===== src/rtl/pmu_bitstream_seq_pkg.sv =====
// Shared constants and state encoding for the PMU serial-load sequencer.
package pmu_seq_pkg;

  localparam int unsigned WORD_W     = 64;
  localparam int unsigned CRC_W      = 8;
  localparam int unsigned CNT_W      = 16;
  localparam int unsigned GAP_CYCLES = 2;
  localparam logic [CRC_W-1:0] CRC_POLY = 8'h07;

  // One counter walks payload bits, then CRC bits, then the gap.
  localparam int unsigned BIT_CNT_W = $clog2(WORD_W + CRC_W);

  typedef enum logic [2:0] {
    IDLE,
    SHIFT,
    CRC,
    STALL,
    GAP,
    ERR
  } state_t;

endpackage


===== src/rtl/pmu_bitstream_seq_if.sv =====
// Frame-word valid/ready channel from the JTAG-side buffer into the sequencer.
interface pmu_bitstream_seq_if;
  import pmu_seq_pkg::*;

  logic [WORD_W-1:0] word_i;
  logic              word_valid_i;
  logic              word_ready_o;

  modport master (output word_i, output word_valid_i, input word_ready_o);
  modport slave  (input word_i, input word_valid_i, output word_ready_o);

endinterface


===== src/rtl/pmu_bitstream_seq_crc8.sv =====
// Bit-serial CRC-8 (MSB-first register, init 0); clear has priority over enable.
module crc8_serial
  import pmu_seq_pkg::*;
(
  input  logic             clk,
  input  logic             rst_n,
  input  logic             clear,
  input  logic             en,
  input  logic             bit_in,
  output logic [CRC_W-1:0] crc
);

  logic fb;

  assign fb = crc[CRC_W-1] ^ bit_in;

  always_ff @(posedge clk or negedge rst_n) begin
    if (!rst_n) begin
      crc <= '0;
    end else if (clear) begin
      crc <= '0;
    end else if (en) begin
      crc <= {crc[CRC_W-2:0], 1'b0} ^ (fb ? CRC_POLY : '0);
    end
  end

endmodule


===== src/rtl/pmu_bitstream_seq.sv =====
// Serializes header + N data frames LSB-first onto the PMU load port,
// optionally appending a CRC-8 per frame; owns the PMU en/data/checksum pins.
module pmu_bitstream_seq
  import pmu_seq_pkg::*;
(
  input  logic               tck_i,
  input  logic               rst_i,
  input  logic               checksum_en_i,
  pmu_bitstream_seq_if.slave word_if,
  output logic               pmu_en_o,
  output logic               pmu_data_o,
  output logic               pmu_checksum_en_o,
  input  logic               pmu_err_i,
  output logic               busy_o,
  output logic               done_o,
  output logic               err_o,
  output logic [CNT_W-1:0]   frames_left_o
);

  localparam logic [BIT_CNT_W-1:0] LAST_PAY = BIT_CNT_W'(WORD_W - 1);
  localparam logic [BIT_CNT_W-1:0] LAST_CRC = BIT_CNT_W'(WORD_W + CRC_W - 1);
  localparam logic [BIT_CNT_W-1:0] LAST_GAP = BIT_CNT_W'(GAP_CYCLES - 1);

  state_t               state_q, state_d;
  logic [WORD_W-1:0]    sreg_q, sreg_d;
  logic [BIT_CNT_W-1:0] bit_cnt_q, bit_cnt_d;
  logic [CNT_W-1:0]     count_q, count_d;
  logic                 mode_q, mode_d;
  logic                 err_q, err_d;
  logic                 done_q, done_d;

  logic                 en, shift_bit, ready, load_data, frame_last;
  logic                 crc_clr, crc_en, crc_bit;
  logic [CRC_W-1:0]     crc;

  crc8_serial u_crc (
    .clk    (tck_i),
    .rst_n  (rst_i),
    .clear  (crc_clr),
    .en     (crc_en),
    .bit_in (crc_bit),
    .crc    (crc)
  );

  always_ff @(posedge tck_i or negedge rst_i) begin
    if (!rst_i) begin
      state_q   <= IDLE;
      sreg_q    <= '0;
      bit_cnt_q <= '0;
      count_q   <= '0;
      mode_q    <= 1'b0;
      err_q     <= 1'b0;
      done_q    <= 1'b0;
    end else begin
      state_q   <= state_d;
      sreg_q    <= sreg_d;
      bit_cnt_q <= bit_cnt_d;
      count_q   <= count_d;
      mode_q    <= mode_d;
      err_q     <= err_d;
      done_q    <= done_d;
    end
  end

  always_comb begin
    state_d    = state_q;
    sreg_d     = sreg_q;
    bit_cnt_d  = bit_cnt_q;
    count_d    = count_q;
    mode_d     = mode_q;
    err_d      = err_q;
    done_d     = 1'b0;
    en         = 1'b0;
    shift_bit  = 1'b0;
    ready      = 1'b0;
    load_data  = 1'b0;
    frame_last = 1'b0;
    crc_clr    = 1'b0;
    crc_en     = 1'b0;
    crc_bit    = 1'b0;

    case (state_q)
      IDLE: begin
        ready = 1'b1;
        if (word_if.word_valid_i) begin
          state_d   = SHIFT;
          sreg_d    = word_if.word_i;
          bit_cnt_d = '0;
          count_d   = word_if.word_i[CNT_W-1:0];
          mode_d    = checksum_en_i;
          err_d     = 1'b0;
          crc_clr   = 1'b1;
        end
      end
      SHIFT: begin
        en        = 1'b1;
        shift_bit = sreg_q[0];
        crc_en    = 1'b1;
        crc_bit   = sreg_q[0];
        sreg_d    = {1'b0, sreg_q[WORD_W-1:1]};
        bit_cnt_d = bit_cnt_q + BIT_CNT_W'(1);
        if (bit_cnt_q == LAST_PAY) begin
          if (mode_q) state_d = CRC;
          else        frame_last = 1'b1;
        end
      end
      CRC: begin
        // Feeding the register its own MSB zeroes the feedback, so it shifts out MSB-first.
        en         = 1'b1;
        shift_bit  = crc[CRC_W-1];
        crc_en     = 1'b1;
        crc_bit    = crc[CRC_W-1];
        bit_cnt_d  = bit_cnt_q + BIT_CNT_W'(1);
        frame_last = (bit_cnt_q == LAST_CRC);
      end
      STALL: begin
        ready     = 1'b1;
        load_data = word_if.word_valid_i;
      end
      GAP: begin
        bit_cnt_d = bit_cnt_q + BIT_CNT_W'(1);
        if (bit_cnt_q == LAST_GAP) begin
          state_d = IDLE;
          done_d  = 1'b1;
        end
      end
      ERR: begin
        state_d = IDLE;
      end
      default: begin
        state_d = IDLE;
      end
    endcase

    // Ready window on the last bit of a frame is withheld when the PMU flags an error.
    if (frame_last) begin
      if (count_q != '0) begin
        ready     = !pmu_err_i;
        load_data = word_if.word_valid_i && ready;
        if (!load_data) state_d = STALL;
      end else begin
        state_d   = GAP;
        bit_cnt_d = '0;
      end
    end

    if (load_data) begin
      state_d   = SHIFT;
      sreg_d    = word_if.word_i;
      bit_cnt_d = '0;
      count_d   = count_q - CNT_W'(1);
      crc_clr   = 1'b1;
    end

    if (en && pmu_err_i) begin
      state_d = ERR;
      err_d   = 1'b1;
    end
  end

  assign word_if.word_ready_o = ready && rst_i;
  assign pmu_en_o             = en;
  assign pmu_data_o           = shift_bit;
  assign pmu_checksum_en_o    = mode_q;
  assign busy_o               = (state_q != IDLE) && (state_q != ERR);
  assign done_o               = done_q;
  assign err_o                = err_q;
  assign frames_left_o        = count_q;

endmodule


===== src/flat_wrapper.sv =====
// flat-port wrapper written by rule: the top's interface ports become plain ports
module pmu_bitstream_seq_flat import pmu_seq_pkg::*;
  (tck_i, rst_i, checksum_en_i, pmu_en_o, pmu_data_o, pmu_checksum_en_o, pmu_err_i, busy_o, done_o, err_o, frames_left_o, word_if_word_i, word_if_word_valid_i, word_if_word_ready_o);
  pmu_bitstream_seq_if word_if_i ();
  input  logic tck_i;
  input  logic rst_i;
  input  logic checksum_en_i;
  output logic pmu_en_o;
  output logic pmu_data_o;
  output logic pmu_checksum_en_o;
  input  logic pmu_err_i;
  output logic busy_o;
  output logic done_o;
  output logic err_o;
  output logic [CNT_W-1:0] frames_left_o;
  input wire logic [$bits(word_if_i.word_i)-1:0] word_if_word_i;
  input wire logic [$bits(word_if_i.word_valid_i)-1:0] word_if_word_valid_i;
  output wire logic [$bits(word_if_i.word_ready_o)-1:0] word_if_word_ready_o;
  assign word_if_i.word_i = word_if_word_i;
  assign word_if_i.word_valid_i = word_if_word_valid_i;
  assign word_if_word_ready_o = word_if_i.word_ready_o;
  pmu_bitstream_seq u_core (.tck_i(tck_i), .rst_i(rst_i), .checksum_en_i(checksum_en_i), .word_if(word_if_i), .pmu_en_o(pmu_en_o), .pmu_data_o(pmu_data_o), .pmu_checksum_en_o(pmu_checksum_en_o), .pmu_err_i(pmu_err_i), .busy_o(busy_o), .done_o(done_o), .err_o(err_o), .frames_left_o(frames_left_o));
endmodule

===== config.mk =====
export PLATFORM = sky130hd
export DESIGN_NAME = pmu_bitstream_seq_flat
export DESIGN_NICKNAME = d
export VERILOG_FILES = /design/src/rtl/pmu_bitstream_seq_pkg.sv /design/src/rtl/pmu_bitstream_seq_if.sv /design/src/rtl/pmu_bitstream_seq_crc8.sv /design/src/rtl/pmu_bitstream_seq.sv /design/src/flat_wrapper.sv
export SDC_FILE = /design/constraint.sdc
export NUM_CORES = 1
export LEC_CHECK = 0
export BUFFER_PORTS_ARGS = -buffer_cell sky130_fd_sc_hd__buf_2
export CORE_AREA = 8 8 115 117
export CTS_CLUSTER_DIAMETER = 100
export DETAILED_ROUTE_END_ITERATION = 16
export DIE_AREA = 0 0 123 125
export PLACE_DENSITY_LB_ADDON = 0.2
export SLEW_MARGIN = 25
export SYNTH_ARGS = -nofsm -noshare
export SYNTH_HDL_FRONTEND = slang
export SYNTH_SLANG_ARGS = --single-unit

===== constraint.sdc =====
create_clock -name tck_i -period 3.02 [get_ports tck_i]
set_clock_uncertainty 0.15 [all_clocks]
set_input_delay 0.151 -clock tck_i [delete_from_list [all_inputs] [get_ports tck_i]]
set_output_delay 0.151 -clock tck_i [all_outputs]
set_load 0.05 [all_outputs]

== After elaboration in Yosys (flattened, before gate mapping) ==
Index checks and enable logic that the tools add are counted.

* Bits in registers: 101
* Output and inout bits: 23

* Add/subtract/negate cells: 2
* Equal/unequal tests: 9
* Multiplexer cells: 43
* Bitwise logic cells: 2
* Reductions and logical operators: 22

{| class="wikitable"
|+ Operators by type and width
! cell !! number
|-
| $mux W64 || 2
|-
| $pmux W64 S2 || 1
|-
| $mux W16 || 3
|-
| $mux W3 || 10
|-
| $mux W7 || 4
|-
| $mux W1 || 17
|-
| $mux W8 || 2
|-
| $reduce_bool A16 Y1 || 1
|-
| $sub A16 B1 Y16 const B || 1
|-
| $pmux W7 S2 || 1
|-
| $pmux W3 S4 || 1
|-
| $reduce_bool A2 Y1 || 5
|-
| $reduce_and A2 Y1 || 4
|-
| $xor A8 B3 Y8 || 1
|-
| $add A7 B1 Y7 const B || 1
|-
| $eq A7 B1 Y1 const B || 1
|-
| $eq A7 B6 Y1 const B || 1
|-
| $eq A7 B7 Y1 const B || 1
|-
| $eq A3 B2 Y1 const B || 2
|-
| $reduce_bool A3 Y1 || 2
|-
| $reduce_or A2 Y1 || 3
|-
| $logic_and A1 B1 Y1 || 4
|-
| $pmux W1 S2 || 2
|-
| $eq A3 B1 Y1 const B || 1
|-
| other kinds (7) || 7
|}

== Depth between registers and ports, before layout ==
* Depth in word-level cells: 8
* Mapped depth: 10
* Depth with buffers taken out: 8

== Modules after synthesis ==
Synthesis repeated with hierarchy kept, for this count alone.

* Cell total of the unflattened synthesis: 682
* Area, all modules: 6428.7 um^2

{| class="wikitable"
|+ By module, submodules not included
! module !! times used !! cells an instance !! area an instance (um^2) !! sequential area each (um^2)
|-
| pmu_bitstream_seq || 1 || 650 || 6055.8 || 2327.2
|-
| crc8_serial || 1 || 32 || 372.9 || 200.2
|}

== Worst setup path before layout ==
OpenSTA, ideal clock, no wires.

* Path kind: flip-flop to flip-flop
* Start point: register u_core.count_q[0], in the netlist u_core.frames_left_o[0]
* End point: register u_core.count_q[10], in the netlist u_core.frames_left_o[10]
* Library setup time: 78 ps
* Arrival time: 2688 ps
* Data required time: 2792 ps
* Path slack: 105 ps
* Cell stages (with the launch flop): 10
* Buffers on the path: 1
* Period minus slack after synthesis: 2915 ps
* Cells stage by stage: dfrtp_1 > inv_1 > ha_1 > or3b_1 > nor4_1 > a221oi_1 > nor2_1 > clkbuf_1 > o22ai_1 > a21oi_1

* Longest elaborated chain between the ends: 5
* Elaborated cells on any way between the ends: 8

{| class="wikitable"
|+ Ends and longest elaborated chain
! item !! line !! RTL
|-
| start: declaration || pmu_bitstream_seq.sv:27 || <nowiki>logic [CNT_W-1:0] count_q, count_d;</nowiki>
|-
| start signal: assignment || pmu_bitstream_seq.sv:58 || <nowiki>count_q <= count_d;</nowiki>
|-
| parallel branches: the longest is 5 deep, another holds $sub A16 B1 Y16 || - ||
|}

Several ways; the timed one is not identified.
A chain may end at the register's enable or synchronous reset.

== Final worst setup path ==
* Start point: register u_core.state_q[1]
* End point: register u_core.sreg_q[1]

* Longest elaborated chain between the ends: 6
* Elaborated cells on any way between the ends: 13

{| class="wikitable"
|+ Ends and longest elaborated chain
! item !! line !! RTL
|-
| start: declaration || pmu_bitstream_seq.sv:24 || <nowiki>state_t state_q, state_d;</nowiki>
|-
| start signal: assignment || pmu_bitstream_seq.sv:55 || <nowiki>state_q <= state_d;</nowiki>
|-
| $eq A3 B2 Y1 || pmu_bitstream_seq.sv:82 || <nowiki>case (state_q)</nowiki>
|-
| $mux W1 || pmu_bitstream_seq.sv:82 ||
|-
| $mux W1 || pmu_bitstream_seq.sv:137 || <nowiki>if (count_q != '0) begin</nowiki>
|-
| $mux W1 || pmu_bitstream_seq.sv:136 || <nowiki>if (frame_last) begin</nowiki>
|-
| $ne A3 B2 Y1 (no source line) / $reduce_bool A3 Y1 (equally long branches) || - ||
|-
| $reduce_and A2 Y1 (no source line) || - ||
|-
| end signal: assignment || pmu_bitstream_seq.sv:56 || <nowiki>sreg_q <= sreg_d;</nowiki>
|-
| end: declaration || pmu_bitstream_seq.sv:25 || <nowiki>logic [WORD_W-1:0] sreg_q, sreg_d;</nowiki>
|}

Parallel ways exist; a longest one is shown, timed or not.

==> impl_results.md <==
* Cell with the largest stage delay on the worst path: sky130_fd_sc_hd__or3b_2
* Area share of the largest cell type after synthesis at 45.4%
* Final net count at 861
* Tot GR Track Use at 20.3%
* Die area at 15400 sq um
* Type of element launching the critical path: flip-flop
* Initial DRC Count at 496
* Number of antenna-violating nets in the routed design at 0
* Half-perimeter wire length after detailed placement at 9690 um
* Yosys warning total at 0
* Pwr Total at 6.78 mW
* Die span in x at 123 um
* Height of the die at 125 um
* Area growth from synthesis to layout at 29.3%
* Kind of end point of the critical path: flip-flop
* Root buf cell: sky130_fd_sc_hd__clkbuf_16
* Via count at 5422
* Arrival time reported for the critical path endpoint at 3.01 ns
* Hold path startpoint: word_if_word_valid_i
* Switching share of power at 44.4%
* Number of enable-type register cells in the synthesized netlist at 0
* Number of remaining DRC errors at 0
* Depth of the worst register-to-register path at 8
* Ranking of synthesized cells by instance count: sky130_fd_sc_hd__nor2_1, sky130_fd_sc_hd__dfrtp_1, sky130_fd_sc_hd__nor3_1
* Logic pwr share at 47.8%
* Number of antenna repair diodes at 0
* Portion of total power attributed to sequential cells at 35.9%
* Clock tree from TritonCTS: yes
* Post-synthesis instance area at 5570 sq um
* Net count of the mapped netlist at 717
* Core utilization of the finished layout at 62.0%
* FF-to-FF setup slack at 0.14 ns
* Synthesized instance count at 645
* Hold Vio Cnt, Final at 0
* Pins Over Slew Limit at 0
* Crit path max-delay family: simple AND/OR/NAND/NOR gates
* Detailed Routing Iterations Pass 1 at 5
* Clock buffers created by TritonCTS at 9
* Worst Setup Path Type: flip-flop to flip-flop
* Initial cell density of the core at 48.0%
* Final TNS setup at 0 ns
* Origin of the worst setup path: u_core.state_q[1]
* Worst Max-Slew Pin Slew at 0.708 ns
* Pin count of the biggest net entering global routing at 64
* Top fanout value on the critical path at 31
* Number of H-tree levels at 3
* Gp weighted congestion at 0.821
* Cell type with the largest total area after synthesis: sky130_fd_sc_hd__dfrtp_1
* Filler Cell Count at 1013
* Number of global-route vias before repair at 5384
* Clock Sinks at 101
* Hold Path Stages at 4
* Data required, critical path at 3.16 ns
* Maxcap violations at 0
* Top FF cell, synth: sky130_fd_sc_hd__dfrtp_1
* Sw power at 3.01 mW
* Cell area after placement at 6210 sq um
* End of the worst register-to-register path: u_core.sreg_q[1]
* Number of port buffers at 91
* Number of distinct library cells after synthesis at 51
* Cells along the critical path: or3b_2 -> or4_1 -> and2_2 -> o31ai_4 -> buf_4 -> buf_6 -> and2_1 -> a221o_1
* Synthesized area per cell at 8.63 sq um
* WL/cell at 16.7 um
* Power per cell area at 942 nW/um^2
* Buffers & Inverters on Critical Path at 2
* Max incr delay on CP at 0.50 ns
* Top-level I/O count at 92
* Std cell rows at 40
* Async SR Flop Fraction at 100%
* Core outline area at 11600 sq um
* Hold crit path type: input pin to flip-flop
* Final-report setup violation count at 0
* Leakage power summed over all cells at 3.07 nW
* RSZ-0062 raised after global routing: false
* Post-detailed-route via-to-cell ratio at 5.76
* Synth Register Bits at 101
* Remaining Overflow, GRT at 0
* Max Fclk at 348 MHz
* Biggest area contributors in the synthesized netlist: sky130_fd_sc_hd__dfrtp_1, sky130_fd_sc_hd__nor3_1, sky130_fd_sc_hd__nor2_1
* Clk pin slew, worst setup/hold paths at 0.07 ns
* Sequential-to-total area share from yosys stat at 45.4%
* Worst reg2reg startpoint: u_core.state_q[1]
* Hold EP: u_core.frames_left_o[4]
* Portion of the clock cycle consumed by the worst path in the final layout at 95.3%
* Worst voltage drop across the vdd grid at 0.549 mV
* Time the worst path needs with I/O delays and setup at 2.88 ns
* Design internal power at 3.77 mW
* Relative max-transition margin at 52.8%
* Initial antenna violation count at 0
* Share of final-layout standard cells stronger than drive strength 1 at 22.2%
* Clock insertion delay at the later pin of the skew report at 0.35 ns
* Portion of total power attributed to the clock network at 16.3%
* Worst-case clock buffer depth at 2
* Routed WL at 15700 um
* Cell with the most instances after synthesis: sky130_fd_sc_hd__nor2_1
* Wire length of the first global-routing pass at 25600 um
* Hold Slack at 0.176 ns
* Result of the run: completed
* Final std cell area, no fill at 7200 sq um
[worst reg2reg max path: cells and delay by family, from the launching register on]
kind	cells	cell delay [ns]
AOI/OAI and AO/OA	2	0.42
buffers and inverters	2	0.43
DFF	1	0.39
and+or+nand+nor	4	1.44
[power groups by stage]
stage	sequential [mW]	combinational, mW	clock (mW)
2_1_floorplan	2.74	2.06	0
3_3_place_gp	2.42	3.05	0
3_5_place_dp	2.43	3.16	0
4_1_cts	2.42	3.23	1.14
5_1_grt	2.51	3.55	1.19
6_report	2.43	3.24	1.11
[cells in the final DEF (no fill, tap or decap), types with 17 or more instances in the layout]
| cell type | n |
|---|---|
| sky130_fd_sc_hd__a221o_1 | 17 |
| sky130_fd_sc_hd__o21ai_0 | 21 |
| sky130_fd_sc_hd__nand2_1 | 26 |
| sky130_fd_sc_hd__nor4_1 | 23 |
| sky130_fd_sc_hd__nor3_1 | 100 |
| sky130_fd_sc_hd__dfrtp_1 | 101 |
| sky130_fd_sc_hd__buf_4 | 21 |
| sky130_fd_sc_hd__a21oi_1 | 31 |
| sky130_fd_sc_hd__buf_2 | 89 |
| sky130_fd_sc_hd__nor2_1 | 126 |
| sky130_fd_sc_hd__nor4_2 | 30 |
| sky130_fd_sc_hd__dlygate4sd3_1 | 67 |
| sky130_fd_sc_hd__and2_1 | 18 |
[per-stage QoR]
step                      cells  setup WS [ns]
after floorplan             645          0.105
after global routing        941         0.0196
after detailed placement    856          0.133
after CTS                   939         0.0580
final                       941          0.143
after global placement      856          0.193
[per-layer routing]
metal,track usage [%],share of wire [%],vias to the layer above
met5,0,0,-
met1,26.6,45,2655
li1,-,-,2600
met4,7.65,1.6,0
met2,32.5,49,148
met3,3.51,4.5,19
[kinds of logic after synthesis]
family | count (synthesis) | share of synthesized area (%)
AOI/OAI and AO/OA | 101 | 12.1
adders and majority gates | 3 | 0.674
xor gates and xnor gates | 3 | 0.472
DFF | 101 | 45.4
buffers and inverters | 67 | 5.12
and+or+nand+nor | 368 | 35.9
muxes | 2 | 0.382
[registers in the layout, summed over array words and instances (netlist names)]
signal / cells
u_core.err_o: 1
u_core.done_o: 1
u_core.sreg_q: 64
u_core.frames_left_o: 16
u_core.u_crc.crc: 8
u_core.pmu_checksum_en_o: 1
u_core.state_q: 3
u_core.bit_cnt_q: 7
[final cells by class]
type / instances / area [sq um] / area share [%]
Clock inverter: 5 / 35.0 / 0.486
Inverter: 17 / 63.8 / 0.886
Multi-Input combinational cell: 477 / 2780 / 38.6
Tap cell: 147 / 184 / 2.55
Timing Repair Buffer: 183 / 1370 / 19.0
Sequential cell: 101 / 2530 / 35.1
Clock buffer: 11 / 243 / 3.37
[how the worst max path moves through the flow]
stage                     slack [ns]                  endpoint  cells past startpoint
after floorplan                 0.10  u_core.frames_left_o[10]                      9
after global placement          0.19         u_core.sreg_q[38]                      7
after detailed placement        0.13         u_core.sreg_q[54]                      7
after CTS                       0.06      word_if_word_ready_o                      6
after global routing            0.02         u_core.sreg_q[53]                      9
final                           0.14          u_core.sreg_q[1]                      8
[what timing repair did]
item	4_1_cts	5_1_grt
gates resized for setup	0	7
hold endpoints to repair	131	0
setup buffers	0	1
hold buffers	67	0
endpoints found under the setup margin	0	48
(Power assumes the default switching activity.)
